[config.mk]
export PLATFORM = sky130hd
export DESIGN_NAME = lfsr_prbs_engine
export DESIGN_NICKNAME = d
export VERILOG_FILES = /design/src/rtl/lfsr_pkg.sv /design/src/rtl/prbs_checker.sv /design/src/rtl/lfsr_prbs_engine.sv
export SDC_FILE = /design/constraint.sdc
export NUM_CORES = 1
export LEC_CHECK = 0
export CAP_MARGIN = 20
export CORE_AREA = 5 5 127 129
export DETAILED_ROUTE_END_ITERATION = 7
export DIE_AREA = 0 0 132 134
export HOLD_SLACK_MARGIN = 0.02
export PLACE_DENSITY_LB_ADDON = 0.1
export SYNTH_ARGS = -nofsm -noshare
export SYNTH_HDL_FRONTEND = slang
export SYNTH_HIERARCHICAL = 1
export SYNTH_SLANG_ARGS = --single-unit
[constraint.sdc]
create_clock -name clk -period 2.75 [get_ports clk]
set_input_delay 0.55 -clock clk [delete_from_list [all_inputs] [get_ports clk]]
set_output_delay 0.55 -clock clk [all_outputs]
set_load 0.05 [all_outputs]
[src/rtl/lfsr_pkg.sv]
// Shared LFSR definitions: default tap masks, checker FSM states and the
// single-step helper used by the generator.
package lfsr_pkg;

  localparam logic [6:0]  TAPS_7  = 7'h60;
  localparam logic [14:0] TAPS_15 = 15'h6000;
  localparam logic [22:0] TAPS_23 = 23'h42_0000;
  localparam logic [30:0] TAPS_31 = 31'h4800_0000;

  localparam int MAX_WIDTH = 64;

  typedef enum logic {
    HUNT   = 1'b0,
    LOCKED = 1'b1
  } chk_state_t;

  // One Fibonacci step on a right-aligned state; bits at and above width stay zero.
  function automatic logic [MAX_WIDTH-1:0] lfsr_step(
    input logic [MAX_WIDTH-1:0] state,
    input logic [MAX_WIDTH-1:0] taps,
    input int                   width
  );
    logic [MAX_WIDTH-1:0] mask;
    logic                 fb;
    mask = (width >= MAX_WIDTH) ? '1 : ((64'd1 << width) - 64'd1);
    fb   = ^(state & taps);
    return ((state << 1) | {{(MAX_WIDTH-1){1'b0}}, fb}) & mask;
  endfunction

endpackage

[src/rtl/prbs_checker.sv]
// Self-synchronising PRBS checker: fills its shift register from the stream,
// hunts for a clean run to lock, then counts errors until a window overflows.
module prbs_checker
  import lfsr_pkg::*;
#(
  parameter int               WIDTH     = 31,
  parameter logic [WIDTH-1:0] TAPS      = WIDTH'(TAPS_31),
  parameter int               N         = 1,
  parameter int               LOCK_CNT  = 32,
  parameter int               ERR_LIMIT = 16
) (
  input  logic         clk,
  input  logic         rst_n,
  input  logic         rx_valid,
  input  logic [N-1:0] rx_data,
  input  logic         clear_err,
  output logic         locked,
  output logic         err_pulse,
  output logic [15:0]  err_count
);

  localparam int FILL_W = $clog2(WIDTH + 1);
  localparam int RUN_W  = $clog2(LOCK_CNT + 1);
  localparam logic [FILL_W-1:0] FILL_DONE = FILL_W'(WIDTH);
  localparam logic [RUN_W-1:0]  RUN_DONE  = RUN_W'(LOCK_CNT);
  localparam logic [7:0]        WIN_LIMIT = (ERR_LIMIT > 255) ? 8'd255 : 8'(ERR_LIMIT);

  chk_state_t        state_q, state_d;
  logic [WIDTH-1:0]  cstate_q, cstate_d;
  logic [FILL_W-1:0] fill_q, fill_d;
  logic [RUN_W-1:0]  run_q, run_d;
  logic [5:0]        win_q, win_d;
  logic [7:0]        win_err_q, win_err_d;
  logic [15:0]       err_cnt_q, err_cnt_d;
  logic              err_pulse_q, err_pulse_d;

  logic [WIDTH-1:0]  cs;
  logic [FILL_W-1:0] fill;
  logic [RUN_W-1:0]  run;
  logic [5:0]        win;
  logic [7:0]        werr;
  logic [3:0]        nerr;
  logic              pred, err, over;
  logic [16:0]       sum;

  always_comb begin
    cs   = cstate_q;
    fill = fill_q;
    run  = run_q;
    win  = win_q;
    werr = win_err_q;
    nerr = '0;
    pred = 1'b0;
    err  = 1'b0;
    over = 1'b0;
    // Oldest bit sits at the top of the word, so walk downwards.
    for (int i = N - 1; i >= 0; i--) begin
      pred = ^(cs & TAPS);
      err  = rx_data[i] ^ pred;
      cs   = {cs[WIDTH-2:0], rx_data[i]};
      if (state_q == HUNT) begin
        if (fill != FILL_DONE)  fill = fill + FILL_W'(1);
        else if (err)           run  = '0;
        else if (run < RUN_DONE) run = run + RUN_W'(1);
      end else begin
        nerr = nerr + {3'b000, err};
        werr = werr + {7'b0000000, err};
        if (werr >= WIN_LIMIT) over = 1'b1;
        win = win + 6'd1;
        if (win == 6'd0) werr = '0;
      end
    end

    state_d     = state_q;
    cstate_d    = cstate_q;
    fill_d      = fill_q;
    run_d       = run_q;
    win_d       = win_q;
    win_err_d   = win_err_q;
    err_pulse_d = 1'b0;
    err_cnt_d   = clear_err ? 16'h0000 : err_cnt_q;
    sum         = '0;
    if (rx_valid) begin
      cstate_d = cs;
      if (state_q == HUNT) begin
        fill_d = fill;
        run_d  = run;
        if (run >= RUN_DONE && cs != '0) begin
          state_d   = LOCKED;
          win_d     = '0;
          win_err_d = '0;
        end
      end else begin
        err_pulse_d = (nerr != 4'd0);
        sum         = {1'b0, err_cnt_d} + {13'd0, nerr};
        err_cnt_d   = sum[16] ? 16'hFFFF : sum[15:0];
        if (over) begin
          state_d   = HUNT;
          fill_d    = '0;
          run_d     = '0;
          win_d     = '0;
          win_err_d = '0;
        end else begin
          win_d     = win;
          win_err_d = werr;
        end
      end
    end
  end

  always_ff @(posedge clk or posedge rst_n) begin
    if (rst_n) begin
      state_q     <= HUNT;
      cstate_q    <= '0;
      fill_q      <= '0;
      run_q       <= '0;
      win_q       <= '0;
      win_err_q   <= '0;
      err_cnt_q   <= '0;
      err_pulse_q <= 1'b0;
    end else begin
      state_q     <= state_d;
      cstate_q    <= cstate_d;
      fill_q      <= fill_d;
      run_q       <= run_d;
      win_q       <= win_d;
      win_err_q   <= win_err_d;
      err_cnt_q   <= err_cnt_d;
      err_pulse_q <= err_pulse_d;
    end
  end

  assign locked    = (state_q == LOCKED);
  assign err_pulse = err_pulse_q;
  assign err_count = err_cnt_q;

endmodule

[src/rtl/lfsr_prbs_engine.sv]
// PRBS generator (Fibonacci LFSR, N bits per clock) paired with the
// self-synchronising checker used as the built-in link test.
module lfsr_prbs_engine
  import lfsr_pkg::*;
#(
  parameter int               WIDTH     = 31,
  parameter logic [WIDTH-1:0] TAPS      = WIDTH'(TAPS_31),
  parameter logic [WIDTH-1:0] SEED      = WIDTH'(1),
  parameter int               N         = 1,
  parameter int               LOCK_CNT  = 32,
  parameter int               ERR_LIMIT = 16
) (
  input  logic             clk,
  input  logic             rst_n,
  input  logic             en,
  input  logic             load,
  input  logic [WIDTH-1:0] seed_in,
  output logic [N-1:0]     tx_data,
  input  logic             rx_valid,
  input  logic [N-1:0]     rx_data,
  input  logic             clear_err,
  output logic             locked,
  output logic             err_pulse,
  output logic [15:0]      err_count
);

  logic [WIDTH-1:0] state_q, state_d;

  // Load has priority over advance; a zero seed would lock up the LFSR.
  always_comb begin
    state_d = state_q;
    if (load) begin
      state_d = (seed_in == '0) ? SEED : seed_in;
    end else if (en) begin
      for (int i = 0; i < N; i++) begin
        state_d = WIDTH'(lfsr_step(MAX_WIDTH'(state_d), MAX_WIDTH'(TAPS), WIDTH));
      end
    end
  end

  always_ff @(posedge clk or posedge rst_n) begin
    if (rst_n) state_q <= SEED;
    else       state_q <= state_d;
  end

  assign tx_data = state_q[WIDTH-1 -: N];

  prbs_checker #(
    .WIDTH     (WIDTH),
    .TAPS      (TAPS),
    .N         (N),
    .LOCK_CNT  (LOCK_CNT),
    .ERR_LIMIT (ERR_LIMIT)
  ) u_checker (
    .clk       (clk),
    .rst_n     (rst_n),
    .rx_valid  (rx_valid),
    .rx_data   (rx_data),
    .clear_err (clear_err),
    .locked    (locked),
    .err_pulse (err_pulse),
    .err_count (err_count)
  );

endmodule

==> flow_summary_export.csv <==
group,metric,value,unit
cts,numCtsBuffers,9,
timing,slew_viol_final,0,
route,ant_nets,0,
power_and_ir_drop,combinationalPowerShare,0.170,
cts,cts_hold_buf,0,
floorplan,io_pins,57,
timing,hold_viol,0,
critical_path,required,3.03,ns
global_route,grt-ovfl-total,0,
run_status,status,"complete, no violations",
floorplan,std_cell_rows,45,
finish,syn_to_final_growth,24.3,%
power_and_ir_drop,p_int,2.84,mW
timing,finalSetupViolCount,0,
timing,clock.fmax,384,MHz
logic_synthesis,synth_top_cell_area_share,0.511,
timing,max-slew-margin-rel,0.574,
logic_synthesis,avgSynthCellArea,10.8,um^2
floorplan,core,14900,um^2
logic_synthesis,ys_seq_area_frac,0.516,
logic_synthesis,ys_types,51,
power_and_ir_drop,leakagePower,2.79,nW
cts,clk_latency,0.35,ns
logic_synthesis,synth_largest_area_cell,"dfrtp_1",
cts,cts_resized,4,
worst_hold_path,hold_class,"reg2reg",
floorplan,die_w,132,um
route,vias,3750,
place,placed_cells,726,
route,wl_per_cell,14.6,um
power_and_ir_drop,power_density,615,nW/um^2
power_and_ir_drop,p_seq_frac,0.522,
logic_synthesis,synth_nets,517,
place,hpwlAfterDp,7.84,mm
logic_synthesis,ys_ff_latch,105,
timing,min_period,2.61,ns
timing,final.period_utilization,0.948,
global_route,grt_pass1_wl,18.9,mm
cts,postCtsSetupBuffers,0,
global_route,track_usage,0.127,
flow_run,max_cap_viol_count,0,
finish,final-seq-area,2630,um^2
critical_path,critical_path_arrival,2.88,ns
cts,cts_max_path_buffers,2,
global_route,grt_max_degree,36,
route,drc,0,
finish,n_antenna_cell,0,
logic_synthesis,synth_enable_flop_cells,0,
critical_path,critPathKind,"in2reg",
logic_synthesis,syn_inst,471,
cts,clkTransAtPathRegs,0.07,ns
timing,rsz0062_at_grt,"false",
cts,cts_tree,"yes",
route,dr.pass1.iters,4,
timing,fin_skew,0.00621,ns
global_route,first_global_vias,3797,
power_and_ir_drop,switching_share,0.269,
place,dpl_cell_area,6050,um^2
finish,fin_nets,595,
critical_path,crit_path_end_kind,"flip-flop",
timing,tightest_slew,0.639,ns
critical_path,worstSetupStartpointType,"input port",
finish,instances_no_fill,742,
power_and_ir_drop,ir_worst_vdd,0.000327,V
logic_synthesis,synth_area_leaders,"dfrtp_1, mux2_2, mux2i_1",
route,detail_route.iter0.violations,203,
logic_synthesis,syn_area,5090,um^2
logic_synthesis,ys.flop_type,"dfrtp_1",
place,routabilityCongestion,0.759,
timing,tns,0,ns
finish,drive_gt1_frac,0.181,
finish,multiInputGateArea,2330,um^2
critical_path,crit_fanout,2,
power_and_ir_drop,p_switching,1.05,mW
cts,cts.sinks,105,
place,io_buffers,56,
route,wl,10.8,mm
cts,h-tree-depth,3,
floorplan,dieArea,17700,um^2
cts,root_buffer,"clkbuf_16",
logic_synthesis,ys_warn_count,6,
finish,final_area,6330,um^2
logic_synthesis,async_flop_share,1.00,
global_route,antenna_found_initial,0,
finish,fill_cells,1437,
floorplan,start_util,0.341,
route,vias_per_cell,5.05,
power_and_ir_drop,p_clk_frac,0.308,
floorplan,fp.dieH,134,um
==> critical path: stages <==
cell	delay [ns]
dlygate4sd2_1	0.26
xor3_2	0.39
ha_2	0.19
ha_1	0.20
a311o_1	0.36
o21ai_2	0.07
o211ai_1	0.12
a31o_2	0.24
or4_4	0.41
o211ai_2	0.08
==> worst paths after layout <==
kind                                   startpoint                     end  slack (ns)  depth (start not counted)
max in group asynchronous                   rst_n     u_checker/fill_q[2]        1.56                          3
hold reg to reg               u_checker/fill_q[4]     u_checker/fill_q[4]        0.53                          2
setup reg to reg           u_checker/cstate_q[27]  u_checker/win_err_q[3]        0.17                          9
min in group asynchronous                   rst_n      u_checker/win_q[0]        0.63                          2
setup / recovery                          rx_data  u_checker/win_err_q[3]        0.14                         10
hold / removal                u_checker/fill_q[4]     u_checker/fill_q[4]        0.53                          2
==> power groups by stage <==
stage	Combinational [mW]	Sequential (mW)	Clock [mW]
final	0.662	2.03	1.20
after global routing	0.744	2.08	1.31
after CTS	0.678	2.03	1.26
after detailed placement	0.677	2.06	0
after global placement	0.661	2.05	0
after floorplan	0.479	2.00	0
==> cell families (layout without fill, tap and decap cells) <==
family                   after synthesis  after routing  share of synthesized area
AND/OR/NAND/NOR                      165            165                      0.176
adder cells (fa/ha/maj)                8              8                     0.0197
buffers and inverters                 28            111                     0.0268
multiplexers                          61             61                      0.128
flip-flops                           105            105                      0.516
AO/OA/AOI/OAI                         88             88                      0.102
XOR/XNOR                              16             16                     0.0307
==> Yosys cell counts (2+ instances only) <==
cell and count:
a21oi_1 10, a22o_1 3, a31oi_1 4, and2_1 6, and3_1 8, and4_1 4, buf_1 4, buf_2 4
buf_6 3, clkbuf_1 10, dfrtp_1 104, ha_1 8, inv_1 5, mux2_2 31, mux2i_1 30, nand2_1 53
nand2b_1 3, nand3_1 14, nand4_1 9, nor2_1 24, nor2b_1 9, nor3_1 8, nor3b_1 5, nor4_1 10
nor4_2 5, o21a_1 4, o21ai_0 50, o31a_1 2, o31ai_1 6, xnor2_1 2, xor2_1 13
==> cells in the final DEF (no fill, tap or decap), types with 4 or more instances in the layout <==
cell type and count:
clkbuf_16 9, nor3_1 8, nand2_1 53, inv_1 4
nor4_2 5, and2_1 6, dfrtp_1 104, clkdlybuf4s50_1 53
nor2_1 24, nand4_1 9, o21ai_0 49, and3_1 8
mux2i_1 30, mux2_2 31, nor3b_1 5, nor4_1 10
a21oi_1 10, xor2_1 13, nand3_1 14, buf_4 30
o31ai_1 6, and4_1 4, nor2b_1 9, a31oi_1 4
o21a_1 4, ha_1 7
==> sequential cells by signal (all words and copies together) (netlist names) <==
signal / count
state_q: 31
u_checker/cstate_q: 31
u_checker/err_count: 16
u_checker/err_pulse: 1
u_checker/fill_q: 5
u_checker/locked: 1
u_checker/run_q: 6
u_checker/win_err_q: 8
u_checker/win_q: 6
==> cell type report <==
cell class                      instances  share of cell area
Sequential cell                       105               0.415
Multi-Input combinational cell        338               0.369
Timing Repair Buffer                   89               0.132
Clock buffer                           11              0.0384
Tap cell                              188              0.0372
Clock inverter                          5             0.00494
Inverter                                6             0.00356
==> metrics by stage <==
step | hold WS [ns] | worst slack (ns) | power (mW) | utilization
floorplan | 0.469 | 0.0750 | 2.48 | -
detailed placement | 0.511 | -0.429 | 2.74 | 0.405
finish | 0.526 | 0.144 | 3.89 | 0.424
global route | 0.549 | 0.0181 | 4.14 | 0.424
CTS | 0.528 | 0.138 | 3.97 | 0.424
global placement | 0.501 | -0.377 | 2.71 | 0.405
==> metal layers <==
| metal | vias up | wire (um) | track usage | share of wire |
|---|---|---|---|---|
| li1 | 1845 | - | - | - |
| met1 | 1829 | 5250 | 0.173 | 0.49 |
| met2 | 66 | 4990 | 0.200 | 0.46 |
| met3 | 10 | 399 | 0.0289 | 0.037 |
| met4 | 0 | 163 | 0.0469 | 0.015 |
| met5 | - | 0 | 0 | 0 |
Note: power is estimated with default switching activity, not from simulation.
